===== config.mk =====
export PLATFORM = sky130hd
export DESIGN_NAME = pencere_uretici
export DESIGN_NICKNAME = d
export VERILOG_FILES = /design/src/rtl/goruntu_pkg.sv /design/src/rtl/satir_tamponu.sv /design/src/rtl/pencere_uretici.sv
export SDC_FILE = /design/constraint.sdc
export NUM_CORES = 2
export LEC_CHECK = 0
export BUFFER_PORTS_ARGS = -buffer_cell sky130_fd_sc_hd__buf_2
export CAP_MARGIN = 20
export CORE_MARGIN = 2
export CORE_UTILIZATION = 45
export DETAILED_ROUTE_END_ITERATION = 10
export GPL_TIMING_DRIVEN = 0
export PLACE_DENSITY_LB_ADDON = 0.15
export SYNTH_ARGS = -nofsm -noshare
export SYNTH_HDL_FRONTEND = slang
export SYNTH_SLANG_ARGS = --single-unit

===== constraint.sdc =====
create_clock -name clk_i -period 4.4 [get_ports clk_i]
set_input_delay 0.22 -clock clk_i [delete_from_list [all_inputs] [get_ports clk_i]]
set_output_delay 0.22 -clock clk_i [all_outputs]
set_load 0.05 [all_outputs]

===== src/rtl/goruntu_pkg.sv =====
// Shared image-pipeline constants: pixel width and window-generator FSM encoding.
package goruntu_pkg;
  localparam int PIKSEL_W = 8;

  localparam logic [1:0] BOS      = 2'd0;
  localparam logic [1:0] DOLUM    = 2'd1;
  localparam logic [1:0] AKIS     = 2'd2;
  localparam logic [1:0] BOSALTMA = 2'd3;
endpackage


===== src/rtl/satir_tamponu.sv =====
// Two-line-plus-three pixel shift register; tap k holds window position k (0 = top-left, 8 = bottom-right).
module satir_tamponu
  import goruntu_pkg::*;
#(
  parameter int IMG_W = 128
) (
  input  logic                    clk_i,
  input  logic                    rst_ni,
  input  logic                    kaydir,
  input  logic [PIKSEL_W-1:0]     giris,
  output logic [9*PIKSEL_W-1:0]   pencere
);
  localparam int DERINLIK = 2 * IMG_W + 3;

  logic [PIKSEL_W-1:0] sr [DERINLIK];

  always_ff @(posedge clk_i or negedge rst_ni) begin
    if (!rst_ni) begin
      for (int i = 0; i < DERINLIK; i++) sr[i] <= '0;
    end else if (kaydir) begin
      sr[0] <= giris;
      for (int i = 1; i < DERINLIK; i++) sr[i] <= sr[i-1];
    end
  end

  // sr[0] is the newest pixel, i.e. the bottom-right neighbour of the centre.
  for (genvar k = 0; k < 9; k++) begin : g_tap
    localparam int DR = k / 3 - 1;
    localparam int DC = k % 3 - 1;
    assign pencere[k*PIKSEL_W +: PIKSEL_W] = sr[(1 - DR) * IMG_W + (1 - DC)];
  end
endmodule


===== src/rtl/pencere_uretici.sv =====
// 3x3 sliding-window generator over a raster pixel stream with valid/ready on both sides.
// Zero padding by default; defining PENCERE_KENAR_KOPYA_EN switches to edge replication.
module pencere_uretici
  import goruntu_pkg::*;
#(
  parameter int IMG_W = 128,
  parameter int IMG_H = 128
) (
  input  logic                clk_i,
  input  logic                rst_ni,
  input  logic                en_i,
  input  logic [PIKSEL_W-1:0] piksel_i,
  input  logic                piksel_gecerli_i,
  output logic                hazir_o,
  output logic [PIKSEL_W-1:0] g0_o,
  output logic [PIKSEL_W-1:0] g1_o,
  output logic [PIKSEL_W-1:0] g2_o,
  output logic [PIKSEL_W-1:0] g3_o,
  output logic [PIKSEL_W-1:0] g4_o,
  output logic [PIKSEL_W-1:0] g5_o,
  output logic [PIKSEL_W-1:0] g6_o,
  output logic [PIKSEL_W-1:0] g7_o,
  output logic [PIKSEL_W-1:0] g8_o,
  output logic                pencere_gecerli_o,
  input  logic                hazir_i,
  output logic                cerceve_bitti_o
);
  localparam int N  = IMG_W * IMG_H;
  localparam int KW = $clog2(N + 1);
  localparam int CW = $clog2(IMG_W);
  localparam int RW = $clog2(IMG_H);
  localparam logic [KW-1:0] K_AKIS = KW'(IMG_W + 1);
  localparam logic [KW-1:0] K_SON  = KW'(N - 1);

  logic [1:0]            durum;
  logic [KW-1:0]         k_say;
  logic [RW-1:0]         satir;
  logic [CW-1:0]         sutun;
  logic                  gecerli, bitti;
  logic                  pix_al, pen_al, son, kaydir, ilerle;
  logic                  ust, alt, sol, sag;
  logic [PIKSEL_W-1:0]   giris;
  logic [9*PIKSEL_W-1:0] pencere;
  logic [PIKSEL_W-1:0]   tap [9];
  logic [PIKSEL_W-1:0]   g   [9];

  assign son     = (satir == RW'(IMG_H - 1)) && (sutun == CW'(IMG_W - 1));
  assign hazir_o = en_i && ((durum == BOS) || (durum == DOLUM) ||
                            ((durum == AKIS) && (!gecerli || hazir_i)));
  assign pix_al  = piksel_gecerli_i && hazir_o;
  assign pen_al  = gecerli && hazir_i;
  // While draining, padding is shifted in so the last IMG_W+1 centres reach the taps.
  assign kaydir  = pix_al || ((durum == BOSALTMA) && pen_al && !son);
  assign ilerle  = kaydir && ((durum == AKIS) || (durum == BOSALTMA));
  assign giris   = pix_al ? piksel_i : '0;

  always_ff @(posedge clk_i or negedge rst_ni) begin
    if (!rst_ni) begin
      durum   <= BOS;
      k_say   <= '0;
      satir   <= '0;
      sutun   <= '0;
      gecerli <= 1'b0;
      bitti   <= 1'b0;
    end else if (!en_i) begin
      durum   <= BOS;
      k_say   <= '0;
      satir   <= '0;
      sutun   <= '0;
      gecerli <= 1'b0;
      bitti   <= 1'b0;
    end else begin
      bitti <= 1'b0;
      if (pix_al) k_say <= k_say + 1'b1;
      if (ilerle) begin
        if (sutun == CW'(IMG_W - 1)) begin
          sutun <= '0;
          satir <= satir + 1'b1;
        end else begin
          sutun <= sutun + 1'b1;
        end
      end
      case (durum)
        BOS: if (pix_al) durum <= DOLUM;
        DOLUM: if (pix_al && (k_say == K_AKIS)) begin
          durum   <= AKIS;
          gecerli <= 1'b1;
        end
        AKIS: begin
          // A consumed window with no new pixel leaves the taps on the old centre.
          if (pix_al) gecerli <= 1'b1;
          else if (hazir_i) gecerli <= 1'b0;
          if (pix_al && (k_say == K_SON)) durum <= BOSALTMA;
        end
        BOSALTMA: if (pen_al && son) begin
          durum   <= BOS;
          gecerli <= 1'b0;
          bitti   <= 1'b1;
          k_say   <= '0;
          satir   <= '0;
          sutun   <= '0;
        end
        default: durum <= BOS;
      endcase
    end
  end

  satir_tamponu #(.IMG_W(IMG_W)) u_tampon (
    .clk_i   (clk_i),
    .rst_ni  (rst_ni),
    .kaydir  (kaydir),
    .giris   (giris),
    .pencere (pencere)
  );

  assign ust = (satir == '0);
  assign alt = (satir == RW'(IMG_H - 1));
  assign sol = (sutun == '0);
  assign sag = (sutun == CW'(IMG_W - 1));

  for (genvar k = 0; k < 9; k++) begin : g_pen
    localparam int DR    = k / 3 - 1;
    localparam int DC    = k % 3 - 1;
    localparam int K_SAT = 3 + DC + 1;
    localparam int K_SUT = (DR + 1) * 3 + 1;
    logic satir_dis, sutun_dis;
    assign tap[k]    = pencere[k*PIKSEL_W +: PIKSEL_W];
    assign satir_dis = ((DR == -1) && ust) || ((DR == 1) && alt);
    assign sutun_dis = ((DC == -1) && sol) || ((DC == 1) && sag);
`ifdef PENCERE_KENAR_KOPYA_EN
    assign g[k] = (satir_dis && sutun_dis) ? tap[4] :
                  satir_dis ? tap[K_SAT] :
                  sutun_dis ? tap[K_SUT] : tap[k];
`else
    assign g[k] = (satir_dis || sutun_dis) ? '0 : tap[k];
`endif
  end

  assign g0_o = g[0];
  assign g1_o = g[1];
  assign g2_o = g[2];
  assign g3_o = g[3];
  assign g4_o = g[4];
  assign g5_o = g[5];
  assign g6_o = g[6];
  assign g7_o = g[7];
  assign g8_o = g[8];
  assign pencere_gecerli_o = gecerli;
  assign cerceve_bitti_o   = bitti;
endmodule


==> flow_metrics.py <==
metrics = {
    "critical_path": {
        "crit_path_cell_trace": "dlygate4sd3_1 -> buf_12 -> buf_16 -> buf_16 -> buf_16 -> buf_16 -> buf_16 -> buf_16",
        "worstSetupEndpointType": "asynchronous set/reset pin",
        "critPathArrivalTime_ns": 4.33,
        "timing.rr.end": "durum[0]",
        "ff2ff_setup_slack_ns": 1.73,
        "required_ns": 5.32,
        "cpMaxStageDelayCell": "sky130_fd_sc_hd__dlygate4sd3_1",
        "critical_path.startpoint_type": "primary input",
        "r2r_cells": 9,
        "path_class": "primary input to asynchronous set/reset pin",
        "cp_common_cell": "sky130_fd_sc_hd__buf_16",
        "r2r_start": "durum[0]",
        "critical_path_peak_fanout": 163,
        "critical_path.max_stage_delay_ns": 0.58,
    },
    "yosys": {
        "yosys_warnings": 0,
        "netlist-cell-type-count": 50,
        "synthCells": 9040,
        "number_of_synthesized_flops_with_an_enable_pin": 0,
        "syn-cell-area_mm2": 0.08255,
        "count_of_state_elements_after_synthesis": 2105,
        "synth.yosys.seq_area_share_pct": 63.81,
        "synth_ff_type": "sky130_fd_sc_hd__dfrtp_1",
        "post_synthesis_average_cell_area_um2": 9.131,
        "post_syn_nets": 9063,
        "synth_async_sr_flop_share_pct": 100.0,
    },
    "routing": {
        "routed_wirelength_um": 148500,
        "drt_pass1_iterations": 5,
        "number_of_routed_nets_with_antenna_violations": 0,
        "drt_first_iter_violations": 3603,
        "routed_wire_length_per_instance_um": 12.43,
        "post-route-drc-count": 0,
        "dr_total_vias": 54924,
        "post_dr_vias_cell": 4.598,
    },
    "finish": {
        "final_nets": 9402,
        "layout-area-overhead-vs-synth_pct": 13.81,
        "finalNonFillerCells": 11945,
        "drive_gt1_share_pct": 9.844,
    },
    "floorplan": {
        "die_area_mm2": 0.1869,
        "floorplan.die.height_um": 432.3,
        "rows": 157,
        "floorplan.initialDensity_pct": 45.19,
        "core_area_mm2": 0.1827,
        "io_pins": 88,
        "chipWidth_um": 432.3,
    },
    "place": {
        "gp_congestion": 0.7672,
        "numPlacedInstances": 11529,
        "number_of_port_buffers": 86,
        "place_hpwl_um": 95850,
    },
    "timing": {
        "timing.fmax_mhz": 293.5,
        "timing.final.crit_share_pct": 77.43,
        "setup_tns_ns": 0,
        "setup_skew_ns": 0.03020,
        "rsz0062_at_grt": "false",
        "timing_worst_slew_pin_value_ns": 0.9623,
        "setup_viol": 0,
        "final.min_clock_period_ns": 3.407,
        "timing_max_transition_violations_final": 0,
        "worst_hold_slack_ns": 0.08812,
        "hold_viol_final": 0,
        "slew_headroom_pct": 35.85,
    },
    "power_and_ir_drop": {
        "power.density_cell_area_mw_per_mm2": 487.1,
        "p_leak_nw": 54.16,
        "irDropWorstVdd_mv": 0.3546,
    },
    "clock_network": {
        "worst_skew_pair.late_latency_ns": 0.84,
        "cts.reportedPaths.clkPinSlew_ns": 0.06,
        "tritoncts": "yes",
        "cts_repair_resize_count": 0,
        "cts-root-buf": "sky130_fd_sc_hd__clkbuf_16",
        "number_of_buffers_inserted_during_clock_tree_synthesis": 220,
        "cts.sink_count": 2105,
        "cts.htree.levels": 4,
        "cts-root-to-sink-buffers": 3,
    },
    "grt": {
        "grt_util_all_layers_pct": 16.47,
        "globalRoute.totalOverflow": 0,
        "largest_net_degree_at_the_start_of_global_routing": 169,
        "grt_pass1_vias": 54823,
        "grt_pass1_wl_um": 263700,
        "grt_antenna_before_repair": 1,
    },
    "job": {
        "max_cap_viol_count": 0,
    },
    "hold_path": {
        "hold_class": "primary input to asynchronous set/reset pin",
    },
    "status": {
        "status": "complete, no violations",
    },
}
-- layout make-up --
| cell class | instances | area (um^2) |
|---|---|---|
| Tap cell | 2385 | 2984 |
| Clock inverter | 63 | 744.5 |
| Antenna cell | 1 | 2.502 |
| Inverter | 13 | 48.80 |
| Clock buffer | 339 | 6614 |
| Multi-Input combinational cell | 6435 | 24840 |
| Fill cell | 17025 | 88740 |
| Sequential cell | 2105 | 52680 |
| Buffer | 487 | 4982 |
| Timing Repair Buffer | 117 | 1059 |
-- routing by layer --
| metal | GRT usage, % | up-vias | share of wire [%] |
|---|---|---|---|
| met1 | 23.36 | 26208 | 49 |
| met4 | 4.345 | 0 | 2.1 |
| met3 | 2.737 | 239 | 3.2 |
| li1 | - | 27978 | - |
| met5 | 0 | - | 0 |
| met2 | 26.36 | 499 | 45 |
-- flip-flops by register name, summed over array words and instances, names as in the netlist --
name,cells
satir,7
cerceve_bitti_o,1
u_tampon.pencere,72
durum,2
k_say,15
u_tampon.sr,2000
sutun,7
pencere_gecerli_o,1
-- stage by stage --
stage	worst slack [ns]	total power [mW]	instance area (um^2)	util, %
4_1_cts	0.8488	46.60	93950	51.43
6_report	0.9932	45.76	93950	51.43
3_3_place_gp	-43.72	27.66	85960	47.05
2_1_floorplan	2.026	25.69	82550	-
5_1_grt	0.4597	48.11	93950	51.43
3_5_place_dp	0.5562	27.73	86460	47.33
-- repair_timing --
| action | 4_1_cts | 5_1_grt |
|---|---|---|
| setup endpoints to repair | 0 | 0 |
| buffers inserted | 0 | 0 |
| hold buffers | 13 | 0 |
| hold endpoints to repair | 186 | 0 |
-- kinds of logic (layout without fill, tap and decap cells) --
group           count (synthesis)  in the layout  share of synthesized area [%]
buf+inv                       500           1019                          6.095
simple gates                 6358           6358                          29.32
flops                        2105           2105                          63.81
compound gates                 52             52                         0.4608
fa+ha+maj                      10             10                         0.1516
other cells                     0              1                              0
xor+xnor                       15             15                         0.1591
-- synthesized netlist by cell type (2+ instances only) --
cell type / n / area, um^2
sky130_fd_sc_hd__xor2_1: 10 / 87.58
sky130_fd_sc_hd__o211ai_1: 4 / 30.03
sky130_fd_sc_hd__dfrtp_1: 2105 / 52680
sky130_fd_sc_hd__and2_1: 32 / 200.2
sky130_fd_sc_hd__and4_1: 2 / 17.52
sky130_fd_sc_hd__o31ai_1: 4 / 30.03
sky130_fd_sc_hd__nand2b_1: 3 / 18.77
sky130_fd_sc_hd__buf_8: 20 / 300.3
sky130_fd_sc_hd__a21oi_1: 11 / 55.05
sky130_fd_sc_hd__nand2_1: 6211 / 23310
sky130_fd_sc_hd__buf_2: 25 / 125.1
sky130_fd_sc_hd__and3_1: 35 / 219.0
sky130_fd_sc_hd__nor3_1: 5 / 25.02
sky130_fd_sc_hd__nand3_1: 13 / 65.06
sky130_fd_sc_hd__nand4_1: 8 / 50.05
sky130_fd_sc_hd__nor4b_1: 3 / 26.28
sky130_fd_sc_hd__inv_1: 13 / 48.80
sky130_fd_sc_hd__nor4_1: 4 / 25.02
sky130_fd_sc_hd__a22oi_1: 3 / 22.52
sky130_fd_sc_hd__or4_1: 5 / 37.54
sky130_fd_sc_hd__ha_1: 10 / 125.1
sky130_fd_sc_hd__buf_4: 90 / 675.7
sky130_fd_sc_hd__xnor2_1: 5 / 43.79
sky130_fd_sc_hd__clkbuf_1: 11 / 41.29
sky130_fd_sc_hd__or3_1: 3 / 18.77
sky130_fd_sc_hd__buf_6: 341 / 3840
sky130_fd_sc_hd__a211oi_1: 3 / 22.52
sky130_fd_sc_hd__nor2_1: 22 / 82.58
sky130_fd_sc_hd__a22o_1: 10 / 87.58
sky130_fd_sc_hd__a31oi_1: 2 / 12.51
sky130_fd_sc_hd__o21ai_0: 6 / 30.03
sky130_fd_sc_hd__or2_2: 3 / 18.77
-- where the power goes --
part,switching [mW],leakage (nW),internal (mW)
logic,4.59,21.2,2.43
clock network,7.70,3.62,10.8
registers,0.354,29.4,19.9
total,12.6,54.2,33.1
-- placed cells by master (no fill, tap or decap), types with 11 or more instances in the layout --
cell                            count
sky130_fd_sc_hd__buf_2            110
sky130_fd_sc_hd__buf_16            17
sky130_fd_sc_hd__buf_8             21
sky130_fd_sc_hd__and2_1            32
sky130_fd_sc_hd__clkbuf_1          65
sky130_fd_sc_hd__a21oi_1           11
sky130_fd_sc_hd__dfrtp_1         2105
sky130_fd_sc_hd__buf_6            341
sky130_fd_sc_hd__nor2_1            22
sky130_fd_sc_hd__and3_1            35
sky130_fd_sc_hd__nand2_1         6211
sky130_fd_sc_hd__dlygate4sd3_1     13
sky130_fd_sc_hd__buf_4             90
sky130_fd_sc_hd__clkbuf_8          64
sky130_fd_sc_hd__clkbuf_16        221
sky130_fd_sc_hd__inv_1             13
sky130_fd_sc_hd__clkinv_2          34
sky130_fd_sc_hd__nand3_1           13
-- worst max-delay path by stage --
| stage | start | end | slack (ns) | depth (start not counted) |
|---|---|---|---|---|
| 3_3_place_gp | rst_ni | u_tampon.sr[1005] | -43.72 | 1 |
| 4_1_cts | rst_ni | u_tampon.sr[1005] | 0.85 | 8 |
| 3_5_place_dp | rst_ni | u_tampon.sr[1005] | 0.56 | 7 |
| 6_report | rst_ni | u_tampon.sr[1005] | 0.99 | 8 |
| 2_1_floorplan | durum[1] | u_tampon.pencere[39] | 2.03 | 12 |
| 5_1_grt | rst_ni | u_tampon.sr[960] | 0.46 | 8 |
-- worst max-delay path: cells and delay by family --
family | cells | cell delay [ns]
buf+inv | 8 | 3.40
(Power assumes the default switching activity.)
